### config.mk
export PLATFORM = sky130hd
export DESIGN_NAME = multicycle_control
export DESIGN_NICKNAME = d
export VERILOG_FILES = /design/src/rtl/multicycle_control_pkg.sv /design/src/rtl/mc_output_decode.sv /design/src/rtl/multicycle_control.sv
export SDC_FILE = /design/constraint.sdc
export NUM_CORES = 1
export LEC_CHECK = 0
export BUFFER_PORTS_ARGS = -buffer_cell sky130_fd_sc_hd__buf_2
export CORE_ASPECT_RATIO = 0.9
export CORE_MARGIN = 2
export CORE_UTILIZATION = 42
export CTS_CLUSTER_DIAMETER = 40
export CTS_CLUSTER_SIZE = 28
export DETAILED_ROUTE_END_ITERATION = 8
export PLACE_DENSITY = 0.78
export SLEW_MARGIN = 20
export SYNTH_ARGS = -nofsm -noshare
export SYNTH_HDL_FRONTEND = slang
export SYNTH_SLANG_ARGS = --single-unit
### constraint.sdc
create_clock -name clk -period 1.7 [get_ports clk]
set_clock_uncertainty 0.1 [all_clocks]
set_input_delay 0.34 -clock clk [delete_from_list [all_inputs] [get_ports clk]]
set_output_delay 0.34 -clock clk [all_outputs]
set_load 0.02 [all_outputs]
### src/rtl/multicycle_control_pkg.sv
// Shared encodings for the multicycle MIPS-style control FSM: states, opcode/funct
// values, ALU operations and datapath mux selects. MC_ADDI_EN adds ADDI dispatch.
package multicycle_control_pkg;

  typedef enum logic [3:0] {
    S_FETCH  = 4'd0,
    S_DECODE = 4'd1,
    S_MEMADR = 4'd2,
    S_MEMRD  = 4'd3,
    S_MEMWB  = 4'd4,
    S_MEMWR  = 4'd5,
    S_RTEXE  = 4'd6,
    S_RTWB   = 4'd7,
    S_BRANCH = 4'd8,
    S_JUMP   = 4'd9,
    S_JAL    = 4'd10,
    S_JR     = 4'd11,
    S_IMMEXE = 4'd12,
    S_IMMWB  = 4'd13
  } state_e;

  localparam logic [5:0] OP_RTYPE = 6'h00;
  localparam logic [5:0] OP_J     = 6'h02;
  localparam logic [5:0] OP_JAL   = 6'h03;
  localparam logic [5:0] OP_BNE   = 6'h05;
  localparam logic [5:0] OP_ADDI  = 6'h08;
  localparam logic [5:0] OP_XORI  = 6'h0E;
  localparam logic [5:0] OP_LW    = 6'h23;
  localparam logic [5:0] OP_SW    = 6'h2B;

  localparam logic [5:0] FN_JR  = 6'h08;
  localparam logic [5:0] FN_ADD = 6'h20;
  localparam logic [5:0] FN_SUB = 6'h22;
  localparam logic [5:0] FN_SLT = 6'h2A;

  localparam logic [2:0] ALU_ADD   = 3'd0;
  localparam logic [2:0] ALU_SUB   = 3'd1;
  localparam logic [2:0] ALU_XOR   = 3'd2;
  localparam logic [2:0] ALU_SLT   = 3'd3;
  localparam logic [2:0] ALU_PASSA = 3'd4;

  localparam logic       SRCA_PC = 1'b0;
  localparam logic       SRCA_A  = 1'b1;
  localparam logic [1:0] SRCB_B      = 2'd0;
  localparam logic [1:0] SRCB_FOUR   = 2'd1;
  localparam logic [1:0] SRCB_IMM    = 2'd2;
  localparam logic [1:0] SRCB_BRANCH = 2'd3;
  localparam logic [1:0] PCSRC_ALU    = 2'd0;
  localparam logic [1:0] PCSRC_ALUOUT = 2'd1;
  localparam logic [1:0] PCSRC_JUMP   = 2'd2;
  localparam logic [1:0] REGDST_RT = 2'd0;
  localparam logic [1:0] REGDST_RD = 2'd1;
  localparam logic [1:0] REGDST_RA = 2'd2;
  localparam logic [1:0] M2R_ALUOUT = 2'd0;
  localparam logic [1:0] M2R_MDR    = 2'd1;
  localparam logic [1:0] M2R_PC     = 2'd2;

  // Target of the DECODE dispatch; S_FETCH doubles as "unsupported opcode".
  function automatic state_e dispatch_state(input logic [5:0] opcode, input logic [5:0] funct);
    state_e st;
    case (opcode)
      OP_LW, OP_SW: st = S_MEMADR;
      OP_RTYPE:     st = (funct == FN_JR) ? S_JR : S_RTEXE;
      OP_BNE:       st = S_BRANCH;
      OP_J:         st = S_JUMP;
      OP_JAL:       st = S_JAL;
      OP_XORI:      st = S_IMMEXE;
`ifdef MC_ADDI_EN
      OP_ADDI:      st = S_IMMEXE;
`endif
      default:      st = S_FETCH;
    endcase
    return st;
  endfunction

  function automatic logic rtype_funct_ok(input logic [5:0] funct);
    return (funct == FN_ADD) || (funct == FN_SUB) || (funct == FN_SLT);
  endfunction

endpackage

### src/rtl/mc_output_decode.sv
// Moore output decode for multicycle_control; only RTEXE/IMMEXE/DECODE look at
// funct/opcode. Write enables and illegal are held low while reset is high.
module mc_output_decode
  import multicycle_control_pkg::*;
(
  input  state_e      state_i,
  input  logic [5:0]  opcode_i,
  input  logic [5:0]  funct_i,
  input  logic        reset_i,
  output logic        pc_write_o,
  output logic        pc_write_cond_o,
  output logic        i_or_d_o,
  output logic        mem_write_o,
  output logic        ir_write_o,
  output logic        reg_write_o,
  output logic        alu_src_a_o,
  output logic [1:0]  alu_src_b_o,
  output logic [1:0]  pc_src_o,
  output logic [1:0]  reg_dst_o,
  output logic [1:0]  mem_to_reg_o,
  output logic        zero_ext_o,
  output logic [2:0]  alu_op_o,
  output logic        illegal_o
);

  logic pc_write_s, pc_write_cond_s, i_or_d_s, mem_write_s, ir_write_s, reg_write_s, illegal_s;

  always_comb begin
    pc_write_s      = 1'b0;
    pc_write_cond_s = 1'b0;
    i_or_d_s        = 1'b0;
    mem_write_s     = 1'b0;
    ir_write_s      = 1'b0;
    reg_write_s     = 1'b0;
    illegal_s       = 1'b0;
    alu_src_a_o     = SRCA_PC;
    alu_src_b_o     = SRCB_B;
    pc_src_o        = PCSRC_ALU;
    reg_dst_o       = REGDST_RT;
    mem_to_reg_o    = M2R_ALUOUT;
    zero_ext_o      = 1'b0;
    alu_op_o        = ALU_ADD;
    case (state_i)
      S_FETCH: begin
        ir_write_s  = 1'b1;
        pc_write_s  = 1'b1;
        alu_src_b_o = SRCB_FOUR;
      end
      S_DECODE: begin
        alu_src_b_o = SRCB_BRANCH;
        illegal_s   = (dispatch_state(opcode_i, funct_i) == S_FETCH);
      end
      S_MEMADR: begin
        alu_src_a_o = SRCA_A;
        alu_src_b_o = SRCB_IMM;
      end
      S_MEMRD:  i_or_d_s = 1'b1;
      S_MEMWB: begin
        reg_write_s  = 1'b1;
        mem_to_reg_o = M2R_MDR;
      end
      S_MEMWR: begin
        mem_write_s = 1'b1;
        i_or_d_s    = 1'b1;
      end
      S_RTEXE: begin
        alu_src_a_o = SRCA_A;
        illegal_s   = !rtype_funct_ok(funct_i);
        case (funct_i)
          FN_SUB:  alu_op_o = ALU_SUB;
          FN_SLT:  alu_op_o = ALU_SLT;
          default: alu_op_o = ALU_ADD;
        endcase
      end
      S_RTWB: begin
        reg_write_s = 1'b1;
        reg_dst_o   = REGDST_RD;
      end
      S_BRANCH: begin
        alu_src_a_o     = SRCA_A;
        alu_op_o        = ALU_SUB;
        pc_write_cond_s = 1'b1;
        pc_src_o        = PCSRC_ALUOUT;
      end
      S_JUMP: begin
        pc_write_s = 1'b1;
        pc_src_o   = PCSRC_JUMP;
      end
      S_JAL: begin
        reg_write_s  = 1'b1;
        reg_dst_o    = REGDST_RA;
        mem_to_reg_o = M2R_PC;
        pc_write_s   = 1'b1;
        pc_src_o     = PCSRC_JUMP;
      end
      S_JR: begin
        alu_src_a_o = SRCA_A;
        alu_op_o    = ALU_PASSA;
        pc_write_s  = 1'b1;
      end
      S_IMMEXE: begin
        alu_src_a_o = SRCA_A;
        alu_src_b_o = SRCB_IMM;
`ifdef MC_ADDI_EN
        if (opcode_i == OP_ADDI) begin
          zero_ext_o = 1'b0;
          alu_op_o   = ALU_ADD;
        end else begin
          zero_ext_o = 1'b1;
          alu_op_o   = ALU_XOR;
        end
`else
        zero_ext_o = 1'b1;
        alu_op_o   = ALU_XOR;
`endif
      end
      S_IMMWB:  reg_write_s = 1'b1;
      default:  illegal_s = 1'b0;
    endcase
  end

  assign pc_write_o      = pc_write_s      & ~reset_i;
  assign pc_write_cond_o = pc_write_cond_s & ~reset_i;
  assign i_or_d_o        = i_or_d_s        & ~reset_i;
  assign mem_write_o     = mem_write_s     & ~reset_i;
  assign ir_write_o      = ir_write_s      & ~reset_i;
  assign reg_write_o     = reg_write_s     & ~reset_i;
  assign illegal_o       = illegal_s       & ~reset_i;

endmodule

### src/rtl/multicycle_control.sv
// Multicycle control FSM (next-state logic here, outputs in mc_output_decode).
// Define MC_ADDI_EN to accept ADDI (opcode 0x08) through IMMEXE/IMMWB.
module multicycle_control
  import multicycle_control_pkg::*;
(
  input  logic       clk,
  input  logic       reset,
  input  logic [5:0] opcode,
  input  logic [5:0] funct,
  input  logic       zero,
  output logic       PCWrite,
  output logic       PCWriteCond,
  output logic       IorD,
  output logic       MemWrite,
  output logic       IRWrite,
  output logic       RegWrite,
  output logic       ALUSrcA,
  output logic [1:0] ALUSrcB,
  output logic [1:0] PCSrc,
  output logic [1:0] RegDst,
  output logic [1:0] MemtoReg,
  output logic       ZeroExt,
  output logic [2:0] ALUOp,
  output logic       illegal,
  output logic [3:0] state
);

  state_e state_q, state_d;
  logic   unused_zero_s;

  // zero is consumed by the datapath's PCWriteCond gating, not by sequencing
  assign unused_zero_s = zero;

  always_comb begin
    state_d = S_FETCH;
    case (state_q)
      S_FETCH:  state_d = S_DECODE;
      S_DECODE: state_d = dispatch_state(opcode, funct);
      S_MEMADR: state_d = (opcode == OP_SW) ? S_MEMWR : S_MEMRD;
      S_MEMRD:  state_d = S_MEMWB;
      S_RTEXE:  state_d = rtype_funct_ok(funct) ? S_RTWB : S_FETCH;
      S_IMMEXE: state_d = S_IMMWB;
      default:  state_d = S_FETCH;
    endcase
  end

  always_ff @(posedge clk) begin
    if (reset) begin
      state_q <= S_FETCH;
    end else begin
      state_q <= state_d;
    end
  end

  assign state = state_q;

  mc_output_decode u_decode (
    .state_i         (state_q),
    .opcode_i        (opcode),
    .funct_i         (funct),
    .reset_i         (reset),
    .pc_write_o      (PCWrite),
    .pc_write_cond_o (PCWriteCond),
    .i_or_d_o        (IorD),
    .mem_write_o     (MemWrite),
    .ir_write_o      (IRWrite),
    .reg_write_o     (RegWrite),
    .alu_src_a_o     (ALUSrcA),
    .alu_src_b_o     (ALUSrcB),
    .pc_src_o        (PCSrc),
    .reg_dst_o       (RegDst),
    .mem_to_reg_o    (MemtoReg),
    .zero_ext_o      (ZeroExt),
    .alu_op_o        (ALUOp),
    .illegal_o       (illegal)
  );

endmodule

==> run metrics, run 1 <==
Post-Synthesis Cells=about 100; PortBufs=37; DIE HEIGHT=41.2 µm; std cell rows=13; H-tree depth=1; post-CTS setup buffers=8; sequential cell area fraction in the yosys report=0.124; syn nets=between 100 and 150; Die Wd=45.4 µm; ys async rst share=0; synthesized area=647 µm²; Fail Step=clock tree synthesis (4_1_cts); Setup WS pre-CTS=-0.287 ns; Primary FF master, synth=dfxtp_1; RePlAce Congestion=0.890; Post-DP HPWL=1.90 mm; TritonCTS Sinks=4; placed inst area=1140 µm²; Netlist cell types=40; cts-stage hold buffer count=0; cts repair resizes=55; status=stopped before the end; Starting Density=0.447; Synth Register Bits=4; Avg Inst Size Synth=6.53 µm²; Post-synth EDFFs=0; Tool Error=[ERROR DPL-0033] detailed placement checks failed during check placement.; I/O pin cnt=39; Placed Cells=171; CTS Buffer Depth=2; CTS Buf Count=3; Clock Root Buffer=clkbuf_4; synth warn=0
-- cell families after synthesis --
family | Yosys count | synth area share
AOI/OAI and AO/OA | 25 | 0.277
buffers and inverters | 12 | 0.0870
xor gates and xnor gates | 4 | 0.0542
and+or+nand+nor | 54 | 0.458
DFF | 4 | 0.124
-- metrics by stage --
stage,utilization,hold slack [ns]
global placement,0.787,0.504
detailed placement,0.787,0.494
floorplan,-,0.456
-- cell usage after synthesis, types with 2 or more instances --
library cell	count	area, µm²
nor2_1	15	56.3
nand2_1	8	30.0
nor3_1	8	40.0
a21oi_1	6	30.0
inv_1	5	18.8
nand3_1	5	25.0
dfxtp_1	4	80.1
nand2b_1	4	25.0
a31oi_1	3	18.8
buf_2	3	15.0
clkbuf_1	3	11.3
o21ai_0	3	15.0
xnor2_1	3	26.3
and3_1	2	12.5
or3_1	2	12.5
==> inputs of run 2 (changes only) <==
- CORE_AREA: not set -> 2 2 63 65
- CORE_ASPECT_RATIO: 0.9 -> not set
- CORE_MARGIN: 2 -> not set
- CORE_UTILIZATION: 42 -> not set
- CTS_CLUSTER_DIAMETER: 40 -> not set
- CTS_CLUSTER_SIZE: 28 -> not set
- DIE_AREA: not set -> 0 0 65 67
- PLACE_DENSITY: 0.78 -> not set
- PLACE_DENSITY_LB_ADDON: not set -> 0.15
==> run 2 against run 1 <==
Net effect:
- the flow now finishes, with violations (negative setup slack)
- synthesized cell count stayed put
- area after synthesis stayed put
==> run metrics, run 2 <==
status=finished, violations left; failing checks=negative setup slack; I/O pin cnt=39 (unchanged); final period utilization=1.07; CP max FO=6; placed inst area=1210 µm² (+5.8%); Seq pwr share=0.180; mux contribution to synthesized area=0 (unchanged); # setup viols final=9; synth warn=0 (unchanged); crit start category=input pin; Setup WS post-layout=-0.125 ns; Post-Synth Adder-Cell Area=0 (unchanged); Reg-to-Reg Start=state[3]; Primary FF master, synth=dfxtp_1; area grow syn2layout=170%; core outline area=3610 µm²; Comb power frac=0.459; CP Data Arrival Time=1.39 ns; total power=544 µW; Top Metal Used=met4; CTS tree=built; ys async rst share=0 (unchanged); H-tree depth=1 (unchanged); unrepaired setup endpoints after global routing=yes; Synth area leader=dfxtp_1; PortBufs=37 (unchanged); internal cell power=373 µW; sequential cell area fraction in the yosys report=0.124 (unchanged); Netlist cell types=40 (unchanged); Worst Setup SP=opcode[0]; Cell Pwr Density=312 nW/µm²; Placed Cells=209 (+22%); Clk Latency, worst-skew pair=0.22 ns; wire length on met1=1.15 mm; most frequent cell after synthesis=nor2_1; Post-DP HPWL=1.99 mm (+4.8%); std cell rows=22 (+9); DRC viols=0; Commonest cells post-synth=nor2_1, nand2_1, nor3_1, a21oi_1; Die Wd=65 µm (+43%); DR vias=between 1000 and 1500; drt initial violations=11; post-synth top area share=0.124 (unchanged); CP required=about 1.3 ns; Starting Density=0.179 (-0.267); cell mode on critical path=buf_4; synthesized area=647 µm² (unchanged); Final #Nets=roughly 190; final worst path period need=1.83 ns; Max-cap violations=0; VDD IR max=274 µV; DIE HEIGHT=67 µm (+63%); area of the die=between 4000 and 5000 µm²; Switching Share=0.314; first-pass GRT wire length=4.37 mm; Avg Inst Size Synth=6.53 µm² (unchanged); CP Cell Sequence=buf_6 > xor2_2 > a2111oi_4 > buf_4 > o41ai_4 > buf_4; worst hold path type=input pin to register; path depth of the worst reg2reg path=6; reg2reg end=state[3]; largest net degree at the start of global routing=11; Routed Antenna Nets=0; CTS Buffer Depth=2 (unchanged); Setup CP Type=input pin to output port; Sw Pwr=between 150 and 200 µW; max_slew headroom=0.779; slowest CP cell=a2111oi_4; Area contributors post-synth=dfxtp_1, nor2_1, nor3_1; Antenna Diode Count=0; Leakage=0.722 nW; overflow left after global routing=0; max reg flops=4; fmax=0.548 GHz; antenna violations before repair=0; Post-Synth XOR/XNOR Area=0.0542 (unchanged); Via density=4.57; crit end category=output port; main combinational cell family by area after synthesis=simple AND/OR/NAND/NOR gates; WL met3=around 120 µm; Final Hold Vio Count=0; WL/cell=12.6 µm; cts-stage hold buffer count=0 (unchanged); Post-Synthesis Cells=99 (unchanged); Slew Limit Fails=0; Slew @ Worst Pin=0.332 ns; max incr delay on CP=approximately 0.33 ns; vias in the first global route=1010; Compound-Gate Fraction of Synth Area=0.277 (unchanged); Synth Register Bits=4 (unchanged); RePlAce Congestion=0.764 (-14%); Clock Root Buffer=clkbuf_8; syn nets=114 (unchanged); final wirelength=2.83 mm; clock share of power=0.361; post-route cell area=1740 µm²; Final Instance Count excl. Fillers=225; Hold Worst Slack=0.438 ns; layout cells sized above 1=0.785; most frequent cells in the layout=buf_4, buf_6, buf_2; TritonCTS Sinks=4 (unchanged); Post-synth EDFFs=0 (unchanged); CTS Buf Count=3 (unchanged); met2 wire length=1.52 mm; gr usage total=0.128; Reg clk slew, reported paths=0.03 ns; Simple-Gate Fraction of Synth Area=0.458 (unchanged); crit path to=illegal; most common cell after layout, fill and taps aside=buf_4; DRT Pass-1 Iters=4; flop2flop setup slack=0.02 ns
==> run 2: metal layers <==
layer,GRT usage,vias to the layer above
li1,-,516
met1,0.152,469
met2,0.231,37
met3,0.0287,6
met4,0.0319,0
met5,0,-
==> run 2: logic make-up (layout without fill, tap and decap cells) <==
group / after synthesis / in the layout
compound gates: 25 / 25
xor+xnor: 4 / 4
buf+inv: 12 / 90
flops: 4 / 4
simple gates: 54 / 54
==> run 2: metrics by stage <==
stage          worst slack, ns  utilization  TNS, ns
2_1_floorplan          -0.0759            -   -0.187
3_3_place_gp            -0.257        0.334   -0.570
3_5_place_dp            -0.268        0.334   -0.589
4_1_cts                 -0.149        0.423   -0.673
5_1_grt                 -0.198        0.484    -1.17
6_report                -0.125        0.484   -0.555
==> run 2: worst max-delay path: cells and delay by family <==
family | cells | cell delay [ns]
XOR/XNOR | 1 | 0.18
AO/OA/AOI/OAI | 2 | 0.41
buffers and inverters | 3 | 0.46
==> run 2: final cells by class <==
| class | instances | area, µm² |
|---|---|---|
| well taps | 48 | 60.1 |
| multi-input cells | 83 | 821 |
| flip-flops and latches | 4 | 92.6 |
| repair buffers | 82 | 711 |
| fillers | 337 | 1860 |
| inverters | 5 | 18.8 |
| clock buffers | 3 | 41.3 |
==> run 2: power groups by stage <==
stage / Sequential (mW) / Combinational (mW) / Clock [mW]
6_report: 0.0978 / 0.250 / 0.196
5_1_grt: 0.0983 / 0.267 / 0.216
4_1_cts: 0.0981 / 0.221 / 0.206
3_5_place_dp: 0.103 / 0.179 / 0
3_3_place_gp: 0.103 / 0.178 / 0
2_1_floorplan: 0.104 / 0.0895 / 0
==> run 2: worst min path at each step <==
stage / from / to / slack (ns) / cells after the start
after global placement: state[3] / state[1] / 0.59 / 2
after CTS: reset / state[0] / 0.44 / 3
after detailed placement: state[3] / state[1] / 0.57 / 2
after floorplan: opcode[5] / state[2] / 0.46 / 3
after global routing: reset / state[0] / 0.46 / 3
final: reset / state[0] / 0.44 / 3
==> run 2: repair_timing <==
item | CTS | global route
pin swaps | 18 | 15
buffers inserted | 7 | 7
gates resized for setup | 61 | 33
setup endpoints to repair | 14 | 15
endpoints found under the hold margin | 0 | 0
(Power assumes the default switching activity.)
